### config.mk
export PLATFORM = sky130hd
export DESIGN_NAME = buzzer_tone_gen
export DESIGN_NICKNAME = d
export VERILOG_FILES = /design/src/rtl/buzzer_tone_gen.sv
export SDC_FILE = /design/constraint.sdc
export NUM_CORES = 1
export LEC_CHECK = 0
export BUFFER_PORTS_ARGS = -buffer_cell sky130_fd_sc_hd__buf_4
export CORE_UTILIZATION = 65
export DETAILED_ROUTE_END_ITERATION = 10
export GPL_ROUTABILITY_DRIVEN = 0
export GPL_TIMING_DRIVEN = 0
export MAX_ROUTING_LAYER = met4
export PLACE_DENSITY = 0.88
export SLEW_MARGIN = 20
export SYNTH_ARGS = -nofsm -noshare
export SYNTH_HDL_FRONTEND = slang
export SYNTH_SLANG_ARGS = --single-unit
### constraint.sdc
create_clock -name clk -period 5.5 [get_ports clk]
set_input_delay 0.825 -clock clk [delete_from_list [all_inputs] [get_ports clk]]
set_output_delay 0.825 -clock clk [all_outputs]
set_load 0.01 [all_outputs]
### src/rtl/buzzer_tone_gen.sv
// Note-code to square-wave buzzer driver. Each note code selects a half-period
// in 1 us ticks, and pitch changes are deferred to whole-period boundaries.
module buzzer_tone_gen #(
  parameter int PRESCALE = 100
) (
  input  logic       clk,
  input  logic       rst_n,
  input  logic       enable,
  input  logic [5:0] note_in,
  output logic       buzzer,
  output logic       playing,
  output logic [5:0] cur_note,
  output logic       period_end
);

  localparam int PS_W = (PRESCALE > 2) ? $clog2(PRESCALE) : 1;

  typedef enum logic [1:0] {IDLE, HIGH, LOW} state_t;

  state_t          state, next_state;
  logic [PS_W-1:0] prescaler;
  logic [10:0]     phase_cnt;
  logic [10:0]     half;
  logic            note_valid;
  logic            tick;
  logic            phase_end;
  logic            load;
  logic            buzzer_d;
  logic            period_end_d;
  logic [5:0]      cur_note_d;

  // Half-period in 1 us ticks: round(500000 / (261.63 * 2^((n-1)/12))).
  function automatic logic [10:0] half_lut(input logic [5:0] n);
    case (n)
      6'd1:  half_lut = 11'd1911;  6'd2:  half_lut = 11'd1804;
      6'd3:  half_lut = 11'd1703;  6'd4:  half_lut = 11'd1607;
      6'd5:  half_lut = 11'd1517;  6'd6:  half_lut = 11'd1432;
      6'd7:  half_lut = 11'd1351;  6'd8:  half_lut = 11'd1276;
      6'd9:  half_lut = 11'd1204;  6'd10: half_lut = 11'd1136;
      6'd11: half_lut = 11'd1073;  6'd12: half_lut = 11'd1012;
      6'd13: half_lut = 11'd956;   6'd14: half_lut = 11'd902;
      6'd15: half_lut = 11'd851;   6'd16: half_lut = 11'd804;
      6'd17: half_lut = 11'd758;   6'd18: half_lut = 11'd716;
      6'd19: half_lut = 11'd676;   6'd20: half_lut = 11'd638;
      6'd21: half_lut = 11'd602;   6'd22: half_lut = 11'd568;
      6'd23: half_lut = 11'd536;   6'd24: half_lut = 11'd506;
      6'd25: half_lut = 11'd478;   6'd26: half_lut = 11'd451;
      6'd27: half_lut = 11'd426;   6'd28: half_lut = 11'd402;
      6'd29: half_lut = 11'd379;   6'd30: half_lut = 11'd358;
      6'd31: half_lut = 11'd338;   6'd32: half_lut = 11'd319;
      6'd33: half_lut = 11'd301;   6'd34: half_lut = 11'd284;
      6'd35: half_lut = 11'd268;   6'd36: half_lut = 11'd253;
      default: half_lut = 11'd0;
    endcase
  endfunction

  assign note_valid = (note_in != 6'd0) && (note_in <= 6'd36);
  assign tick       = (prescaler == PS_W'(PRESCALE - 1));
  assign phase_end  = (state != IDLE) && tick && (phase_cnt == half - 11'd1);
  assign playing    = (state != IDLE);

  // NOTE: sequential state uses non-blocking assignments so every flop samples
  // pre-edge values regardless of process ordering.
  always_ff @(posedge clk or negedge rst_n) begin
    if (!rst_n) state <= IDLE;
    else        state <= next_state;
  end

  // enable low wins over everything, including a phase end in the same cycle.
  always_comb begin
    // NOTE: default first so no path leaves next_state unassigned (no latch).
    next_state = state;
    if (!enable) begin
      next_state = IDLE;
    end else begin
      case (state)
        IDLE:    if (note_valid) next_state = HIGH;
        HIGH:    if (phase_end)  next_state = LOW;
        LOW:     if (phase_end)  next_state = note_valid ? HIGH : IDLE;
        default: next_state = IDLE;
      endcase
    end
  end

  always_comb begin
    load         = (next_state == HIGH) && (state != HIGH);
    buzzer_d     = (next_state == HIGH);
    period_end_d = enable && (state == LOW) && phase_end;
    cur_note_d   = cur_note;
    if (load)                    cur_note_d = note_in;
    else if (next_state == IDLE) cur_note_d = 6'd0;
  end

  always_ff @(posedge clk or negedge rst_n) begin
    if (!rst_n) begin
      buzzer     <= 1'b0;
      period_end <= 1'b0;
      cur_note   <= 6'd0;
      half       <= 11'd0;
      prescaler  <= '0;
      phase_cnt  <= 11'd0;
    end else begin
      buzzer     <= buzzer_d;
      period_end <= period_end_d;
      cur_note   <= cur_note_d;
      if (load) half <= half_lut(note_in);

      // Restarting the prescaler on a fresh start keeps the first phase exact.
      if ((state == IDLE && load) || tick) prescaler <= '0;
      else                                 prescaler <= prescaler + PS_W'(1);

      if (state == IDLE || phase_end) phase_cnt <= 11'd0;
      else if (tick)                  phase_cnt <= phase_cnt + 11'd1;
    end
  end

endmodule
==> results of run 1 <==
-- registers in the layout, summed over array words and instances (netlist names) --
register    count
state           2
phase_cnt      11
period_end      1
prescaler       7
cur_note        6
half           11
buzzer          1
-- cell type report --
class / instances / area [um^2] / share of cell area
clock buffers: 6 / 72.57 / 0.02199
repair buffers: 16 / 120.1 / 0.03639
flip-flops and latches: 39 / 975.9 / 0.2957
plain buffers: 22 / 93.84 / 0.02843
multi-input cells: 264 / 1876 / 0.5682
well taps: 52 / 65.06 / 0.01971
inverters: 10 / 37.54 / 0.01137
clock inverters: 2 / 60.06 / 0.01820
-- power by group --
group          internal (mW)  switching (mW)
logic                  0.120           0.160
registers              0.320          0.0365
clock network          0.181          0.0986
total                  0.621           0.295
-- worst paths after layout --
check                                             from  slack, ps                endpoint
worst max register to register     half[0]$_DFFE_PN0N_       2320     half[6]$_DFFE_PN0N_
worst min-delay path            prescaler[0]$_DFF_PN0_        460  prescaler[0]$_DFF_PN0_
max in group asynchronous                        rst_n       4680     half[8]$_DFFE_PN0N_
min in group asynchronous                        rst_n        490    half[10]$_DFFE_PN0N_
worst max-delay path               half[0]$_DFFE_PN0N_       2320     half[6]$_DFFE_PN0N_
worst min register to register  prescaler[0]$_DFF_PN0_        460  prescaler[0]$_DFF_PN0_
-- layer usage --
metal,vias up,share of wire,track usage
li1,1268,-,-
met1,1307,0.41,0.3820
met4,0,0.019,0.1200
met3,20,0.064,0.04797
met5,-,0,-
met2,145,0.50,0.5135
-- logic make-up (layout without fill, tap and decap cells) --
group,after synthesis,in the layout,share of synthesized area
xor+xnor,27,27,0.07928
fa+ha+maj,13,13,0.05453
mux,19,19,0.08431
simple gates,126,126,0.2169
flops,39,39,0.3272
buf+inv,32,56,0.04404
compound gates,79,79,0.1938
-- synthesized netlist by cell type (all sizes together), types with 2 or more instances --
| cell type | n | area share |
|---|---|---|
| inv | 9 | 0.011 |
| a22oi | 5 | 0.013 |
| or4 | 3 | 0.0075 |
| and4 | 2 | 0.0059 |
| nand4 | 4 | 0.0084 |
| and2 | 5 | 0.010 |
| buf | 6 | 0.011 |
| xor2 | 17 | 0.050 |
| o21ai | 14 | 0.023 |
| o211ai | 3 | 0.0075 |
| dfrtp | 39 | 0.33 |
| xnor2 | 10 | 0.029 |
| a311oi | 2 | 0.0059 |
| a2111oi | 3 | 0.015 |
| nor4 | 3 | 0.0063 |
| a21oi | 14 | 0.023 |
| a211oi | 8 | 0.020 |
| nor2 | 41 | 0.052 |
| mux2i | 6 | 0.020 |
| or3 | 2 | 0.0042 |
| ha | 13 | 0.055 |
| o32ai | 2 | 0.0059 |
| o31ai | 2 | 0.0050 |
| clkbuf | 16 | 0.020 |
| or3b | 2 | 0.0059 |
| a21boi | 2 | 0.0050 |
| o21bai | 2 | 0.0050 |
| o311ai | 2 | 0.0059 |
| and3 | 10 | 0.021 |
| mux2 | 12 | 0.057 |
| nand2b | 7 | 0.015 |
| nor2b | 4 | 0.0084 |
| a31oi | 3 | 0.0063 |
| a221o | 4 | 0.013 |
| nor3 | 9 | 0.018 |
| nand2 | 19 | 0.024 |
| nand3 | 9 | 0.015 |
| o2111ai | 2 | 0.0059 |
| or2 | 2 | 0.0042 |
-- metrics by stage --
stage / area (um^2) / total power, mW / utilization / cells / setup WS, ps
after floorplan: 2983 / 0.5587 / - / 335 / 2656
after global placement: 3168 / 0.6161 / 0.7226 / 403 / 2154
after detailed placement: 3168 / 0.6322 / 0.7226 / 403 / 2101
after CTS: 3301 / 0.9121 / 0.7529 / 411 / 2388
after global routing: 3301 / 0.9582 / 0.7529 / 411 / 2213
final: 3301 / 0.9157 / 0.7529 / 411 / 2320
-- cell usage in the layout, fill, tap and decap left out, types with 4 or more instances in the layout --
cell type,Yosys,final
inv_1,9,9
xnor2_1,10,10
nand4_1,4,4
and2_1,5,5
nor2_1,41,41
nor3_1,7,7
ha_1,13,13
xor2_1,17,17
a22oi_1,5,5
buf_4,0,16
nor2b_1,4,4
dfrtp_1,39,39
nand3_1,9,9
a21oi_1,14,14
a211oi_1,8,8
clkbuf_8,0,5
and3_1,10,10
clkbuf_1,16,17
nand2b_1,7,7
nand2_1,19,19
mux2_4,9,9
mux2i_1,6,6
o21ai_0,13,13
a221o_1,4,4
==> impl_metrics.json, run 1 <==
{
  "skew_ps": 11.24,
  "clk_pin_slew_ps": 80,
  "avgViaCountPerCell": 6.667,
  "holdWs_ps": 460.5,
  "min_period_over_period": 0.5781,
  "drive_above_1_share": 0.1365,
  "clk_path_buf_depth": 2,
  "setup_viol_count_final": 0,
  "drc_errors": 0,
  "ir_worst_vdd_mv": 0.1567,
  "overflow": 0,
  "max_slew_margin": 0.5070,
  "crit_type": "register to register",
  "status": "complete, no violations",
  "crit_cells": 9,
  "die_h_um": 69.74,
  "postSynthNetCount": 357,
  "r2r_cells": 9,
  "synth_edf_count": 0,
  "placementRows": 24,
  "hold_depth": 1,
  "period_minus_slack_ps": 3180,
  "fill_cells": 312,
  "hold_viol_final": 0,
  "io_buffers": 16,
  "critPathMaxStageDelay_ps": 640,
  "p_leak_nw": 1.472,
  "power.density_mw_per_mm2": 277.4,
  "crit_fanout": 10,
  "hold_path_class": "register to register",
  "crit_slowest_cell": "nor3b_1",
  "wl_per_cell_um": 17.30,
  "ys_seq_area_frac": 0.3272,
  "antennaDiodeCount": 0,
  "postCtsResizedCells": 0,
  "ys_types": 63,
  "grt_max_degree": 40,
  "postCtsSetupBuffers": 0,
  "ctsHoldBuffers": 0,
  "fmax_mhz": 314.5,
  "synthArstFlopShare": 1.000,
  "critPathRequiredTime_ps": 5670,
  "grt_use_total": 0.3099,
  "tns_ps": 0,
  "syn_inst": 335,
  "crit_path_cell_trace": "inv_1 > ha_1 > nor3b_1 > and3_1 > o2111ai_1 > a2111oi_4 > a31oi_1 > buf_6 > mux2_4",
  "io_pins": 18,
  "die_w_um": 69.74,
  "arrival_ps": 3350,
  "nNetsFinal": 380,
  "drv_slew": 0,
  "core_area_mm2": 0.004384,
  "cp_top_family": "simple AND/OR/NAND/NOR gates",
  "cts_made_buffers": 5,
  "ant_nets": 0,
  "antenna_found_initial": 0,
  "end_kind": "register",
  "netlist_area_mm2": 0.002983,
  "ctsRootBufferMaster": "clkbuf_8",
  "cap_violations": 0,
  "hpwl_mm": 5.221,
  "yosys_most_used_dff": "dfrtp_1",
  "drt-total-wl_mm": 7.111,
  "ctsHtreeMaxLevel": 2,
  "grt_pass1_wl_mm": 11.81,
  "clkLatencyLatePin_ps": 290,
  "ys_seq_elements": 39,
  "start_util": 0.6804,
  "tritoncts": "done",
  "route.vias.total": 2740,
  "postSynthAreaPerCell_um2": 8.904,
  "tightest_slew_ps": 737.9,
  "grt_pass1_vias": 2553,
  "clock_sinks": 39,
  "synth_warnings": 0,
  "dieArea_mm2": 0.004864,
  "syn_to_final_growth_pct": 10.65,
  "drt_first_iter_violations": 257,
  "rsz0062_at_grt": "false",
  "critPathBufInv": 2,
  "start_kind": "register",
  "detail_route.first_pass.iterations": 5
}
Note: power is estimated with default switching activity, not from simulation.
==> run 2, diff against run 1 <==
Settings changed: CORE_UTILIZATION 65 to 61, PLACE_DENSITY 0.88 to 0.84.
Clock period 5.5 ns to 3.19 ns, I/O delays scaled along.
==> run 2 against run 1 <==
Sequential share of layout area grew 0.079 points. Power increased by 57%. Global-route usage down 0.10 points. Sequential power is 72% higher. Utilization fell by 5.6 points. Non-clock buffer count did not move. Clock-buffer cell count shrank 1. Clock skew down 3.8 ps. Die area increased by 6.4%. Worst setup slack got worse by 2100 ps. Largest power group unchanged.
==> impl_metrics.json, run 2 (synthesized netlist as in run 1, its figures left out) <==
{
  "status": "complete, no violations",
  "drc_errors": 0,
  "die_h_um": 71.93,
  "cap_violations": 0,
  "tns_ps": 0,
  "route.vias.total": 2656,
  "ctsHtreeMaxLevel": 2,
  "fmax_mhz": 340.9,
  "grt_pass1_vias": 2563,
  "grt_max_degree": 40,
  "final_common_cell": "nor2_1",
  "wl_per_cell_um": 16.42,
  "clockPowerShare": 0.243,
  "antennaDiodeCount": 0,
  "top_regs": "half (11), phase_cnt (11), prescaler (7)",
  "r2r_cells": 8,
  "crit_cells": 8,
  "postCtsResizedCells": 0,
  "fin_ws_ps": 256.7,
  "nNetsFinal": 380,
  "final_cell_mix": "nor2_1, dfrtp_1, nand2_1",
  "grt_pass1_wl_mm": 12.10,
  "drt_first_iter_violations": 280,
  "cts_made_buffers": 5,
  "p_switching_mw": 0.5258,
  "dieArea_mm2": 0.005174,
  "overflow": 0,
  "max_slew_margin": 0.5782,
  "ant_nets": 0,
  "avgViaCountPerCell": 6.235,
  "core_area_mm2": 0.004723,
  "period_minus_slack_ps": 2933,
  "syn_to_final_growth_pct": 10.36,
  "start_util": 0.6315,
  "antenna_found_initial": 0,
  "combinationalPowerShare": 0.331,
  "min_period_over_period": 0.9195,
  "io_buffers": 16,
  "drt-total-wl_mm": 6.993,
  "netSwitchingFraction": 0.3649,
  "crit_slowest_cell": "or4_1",
  "critPathBufInv": 2,
  "start_kind": "register",
  "intPower_mw": 0.9153,
  "ctsRootBufferMaster": "clkbuf_8",
  "drv_slew": 0,
  "setup_viol_count_final": 0,
  "clk_pin_slew_ps": 80,
  "critPathRequiredTime_ps": 3380,
  "clk_path_buf_depth": 2,
  "ctsHoldBuffers": 0,
  "hold_path_class": "input port to asynchronous set/reset pin",
  "p_seq_frac": 0.425,
  "end_kind": "register",
  "detail_route.first_pass.iterations": 5,
  "cp_top_family": "compound AO/OA/AOI/OAI gates",
  "postCtsSetupBuffers": 0,
  "rsz0062_at_grt": "false",
  "placementRows": 25,
  "drive_above_1_share": 0.1448,
  "hpwl_mm": 5.134,
  "clock_sinks": 39,
  "ir_worst_vdd_mv": 0.2287,
  "clkLatencyLatePin_ps": 300,
  "tightest_slew_ps": 629.3,
  "power.density_mw_per_mm2": 437.8,
  "crit_type": "register to register",
  "critPathMaxStageDelay_ps": 580,
  "arrival_ps": 3120,
  "io_pins": 18,
  "regToRegSetupSlack_ps": 260,
  "p_leak_nw": 1.450,
  "die_w_um": 71.93,
  "grt_use_total": 0.3089,
  "utilization": 0.6970,
  "finalPower_mw": 1.441,
  "skew_ps": 7.424,
  "crit_fanout": 10,
  "tritoncts": "done",
  "hold_viol_final": 0,
  "pre_cts_ws_ps": 118.5,
  "crit_path_cell_trace": "buf_2 > or4_1 > a2111oi_1 > o32ai_1 > a2111oi_4 > a31oi_1 > buf_6 > mux2_4"
}
-- run 2: stage by stage --
stage,instance area (um^2),std cells,hold slack [ps]
2_1_floorplan,2983,335,182.9
3_3_place_gp,3187,418,441.1
3_5_place_dp,3187,418,445.7
4_1_cts,3279,426,152.7
5_1_grt,3292,426,171.8
6_report,3292,426,139.0
-- run 2: layout make-up --
cell class,instances,area (um^2)
Clock buffer,5,68.82
Fill cell,400,1431
Tap cell,67,83.83
Sequential cell,39,975.9
Buffer,22,93.84
Multi-Input combinational cell,264,1888
Inverter,10,37.54
Clock inverter,3,23.77
Timing Repair Buffer,16,120.1
-- run 2: routing by layer --
metal  global-route usage  share of wire
met4               0.1176          0.017
met5                    -              0
met2               0.4832           0.48
met1               0.4050           0.44
met3              0.05139          0.063
-- run 2: path summary, 6_finish.rpt --
check | startpoint | to
max | half[2]$_DFFE_PN0N_ | half[4]$_DFFE_PN0N_
min | rst_n | half[7]$_DFFE_PN0N_
max reg2reg | half[2]$_DFFE_PN0N_ | half[4]$_DFFE_PN0N_
min reg2reg | prescaler[0]$_DFF_PN0_ | prescaler[0]$_DFF_PN0_
max in group asynchronous | rst_n | phase_cnt[9]$_DFFE_PN0P_
min in group clk | prescaler[0]$_DFF_PN0_ | prescaler[0]$_DFF_PN0_
-- run 2: power groups by stage --
stage	combinational, mW	sequential [mW]	clock (mW)
after detailed placement	0.464	0.621	0
after floorplan	0.357	0.606	0
after global routing	0.530	0.620	0.379
after CTS	0.469	0.612	0.358
after global placement	0.450	0.617	0
final	0.478	0.613	0.350
==> run 3, diff against run 2 <==
Settings changed: BUFFER_PORTS_ARGS -buffer_cell sky130_fd_sc_hd__buf_4 to not set, CORE_UTILIZATION 61 to 65, DONT_BUFFER_PORTS set to 1, PLACE_DENSITY 0.84 to 0.85.
Clock period 3.19 ns to 3.6 ns, I/O delays scaled along.
==> run 3 against run 2 <==
Utilization rose by 2.2 points. Final cell count shrank 7.0%. Clock power decreased by 16%. First-iteration DRC count shrank 28%. Critical endpoint is now half[3]$_DFFE_PN0N_. Highest routed layer unchanged.
==> impl_metrics.json, run 3 (synthesized netlist as in run 1, its figures left out) <==
{
  "avgViaCountPerCell": 6.641,
  "fmax_mhz": 321.3,
  "syn_to_final_growth_pct": 5.705,
  "arrival_ps": 3290,
  "clk_path_buf_depth": 2,
  "ctsRootBufferMaster": "clkbuf_8",
  "tightest_slew_ps": 620.5,
  "drt_first_iter_violations": 203,
  "status": "complete, no violations",
  "drt-total-wl_mm": 7.009,
  "skew_ps": 10.98,
  "core_area_mm2": 0.004384,
  "cap_violations": 0,
  "die_w_um": 69.74,
  "max_slew_margin": 0.5841,
  "ant_nets": 0,
  "p_leak_nw": 1.376,
  "start_util": 0.6804,
  "grt_use_total": 0.3148,
  "clkLatencyLatePin_ps": 300,
  "fin_area_mm2": 0.003153,
  "cts_made_buffers": 5,
  "placed_cells": 387,
  "finalPower_mw": 1.246,
  "drv_slew": 0,
  "ctsHtreeMaxLevel": 2,
  "antennaDiodeCount": 0,
  "top_regs": "half (11), phase_cnt (11), prescaler (7)",
  "crit_type": "register to register",
  "hold_path_class": "input port to asynchronous set/reset pin",
  "wl_per_cell_um": 17.70,
  "rsz0062_at_grt": "false",
  "crit_path_cell_trace": "inv_1 > ha_1 > nor3b_1 > and3_1 > o2111ai_1 > a2111oi_4 > a31oi_1 > buf_6 > mux2_4",
  "min_period_over_period": 0.8646,
  "io_buffers": 0,
  "critPathRequiredTime_ps": 3780,
  "start_kind": "register",
  "crit_slowest_cell": "nor3b_1",
  "tns_ps": 0,
  "grt_pass1_vias": 2573,
  "io_pins": 18,
  "overflow": 0,
  "placementRows": 24,
  "holdWs_ps": 72.63,
  "tritoncts": "done",
  "detail_route.first_pass.iterations": 5,
  "route.vias.total": 2630,
  "clock_sinks": 39,
  "drive_above_1_share": 0.09884,
  "critPathMaxStageDelay_ps": 550,
  "final_cell_mix": "nor2_1, dfrtp_1, nand2_1",
  "period_minus_slack_ps": 3113,
  "die_h_um": 69.74,
  "hold_viol_final": 0,
  "hpwl_mm": 5.015,
  "dieArea_mm2": 0.004864,
  "power.density_mw_per_mm2": 395.1,
  "setup_viol_count_final": 0,
  "fill_cells": 344,
  "final_common_cell": "nor2_1",
  "grt_pass1_wl_mm": 12.08,
  "instances_no_fill": 396,
  "ir_worst_vdd_mv": 0.2207,
  "placed_cell_area_mm2": 0.003048,
  "grt_max_degree": 40,
  "clk_pin_slew_ps": 80,
  "drc_errors": 0,
  "nNetsFinal": 365,
  "postCtsResizedCells": 0,
  "antenna_found_initial": 0,
  "crit_fanout": 10,
  "end_kind": "register"
}
run 3: through the flow:
stage | utilization | setup slack (ps)
after global routing | 0.7192 | 311.8
after CTS | 0.7192 | 537.0
final | 0.7192 | 487.4
after floorplan | - | 973.2
after global placement | 0.6952 | 635.9
after detailed placement | 0.6952 | 546.3
run 3: layout make-up:
| cell class | instances | area [um^2] | share of cell area |
|---|---|---|---|
| multi-input cells | 264 | 1876 | 0.5948 |
| flip-flops and latches | 39 | 975.9 | 0.3095 |
| plain buffers | 22 | 93.84 | 0.02976 |
| clock buffers | 6 | 72.57 | 0.02302 |
| well taps | 52 | 65.06 | 0.02063 |
| inverters | 10 | 37.54 | 0.01190 |
| repair buffers | 1 | 20.02 | 0.006349 |
| clock inverters | 2 | 12.51 | 0.003968 |
run 3: worst paths after layout:
check	depth (start not counted)	endpoint	from	slack [ps]
worst min-delay path	1	half[8]$_DFFE_PN0N_	rst_n	70
worst min register to register	1	prescaler[0]$_DFF_PN0_	prescaler[0]$_DFF_PN0_	470
worst max-delay path	9	half[3]$_DFFE_PN0N_	half[0]$_DFFE_PN0N_	490
max in group asynchronous	1	half[3]$_DFFE_PN0N_	rst_n	3320
worst max register to register	9	half[3]$_DFFE_PN0N_	half[0]$_DFFE_PN0N_	490
min in group clk	1	cur_note[1]$_DFFE_PN0P_	note_in[1]	380
run 3: report_power, final:
group          internal, mW  total, mW  switching (mW)  leakage, nW
logic                 0.174      0.406           0.232        0.815
registers             0.488      0.547          0.0583        0.519
clock network         0.135      0.293           0.158       0.0412
total                 0.798       1.25           0.448         1.38
run 3: critical path, delay by kind of cell, from the launching register on:
kind                     cells  cell delay [ps]
AO/OA/AOI/OAI                3              890
AND/OR/NAND/NOR              2              800
flip-flops                   1              450
buffers and inverters        2              300
multiplexers                 1              300
adder cells (fa/ha/maj)      1              240
run 3: layer usage:
metal,part of all wire,global-route usage,up-vias
li1,-,-,1236
met5,0,-,-
met3,0.061,0.05523,20
met2,0.50,0.5113,123
met1,0.42,0.3863,1251
met4,0.024,0.1378,0
run 3: timing repair:
item	CTS	global route
buffers inserted	0	0
hold endpoints to repair	39	0
setup endpoints to repair	0	0
hold buffers	1	0
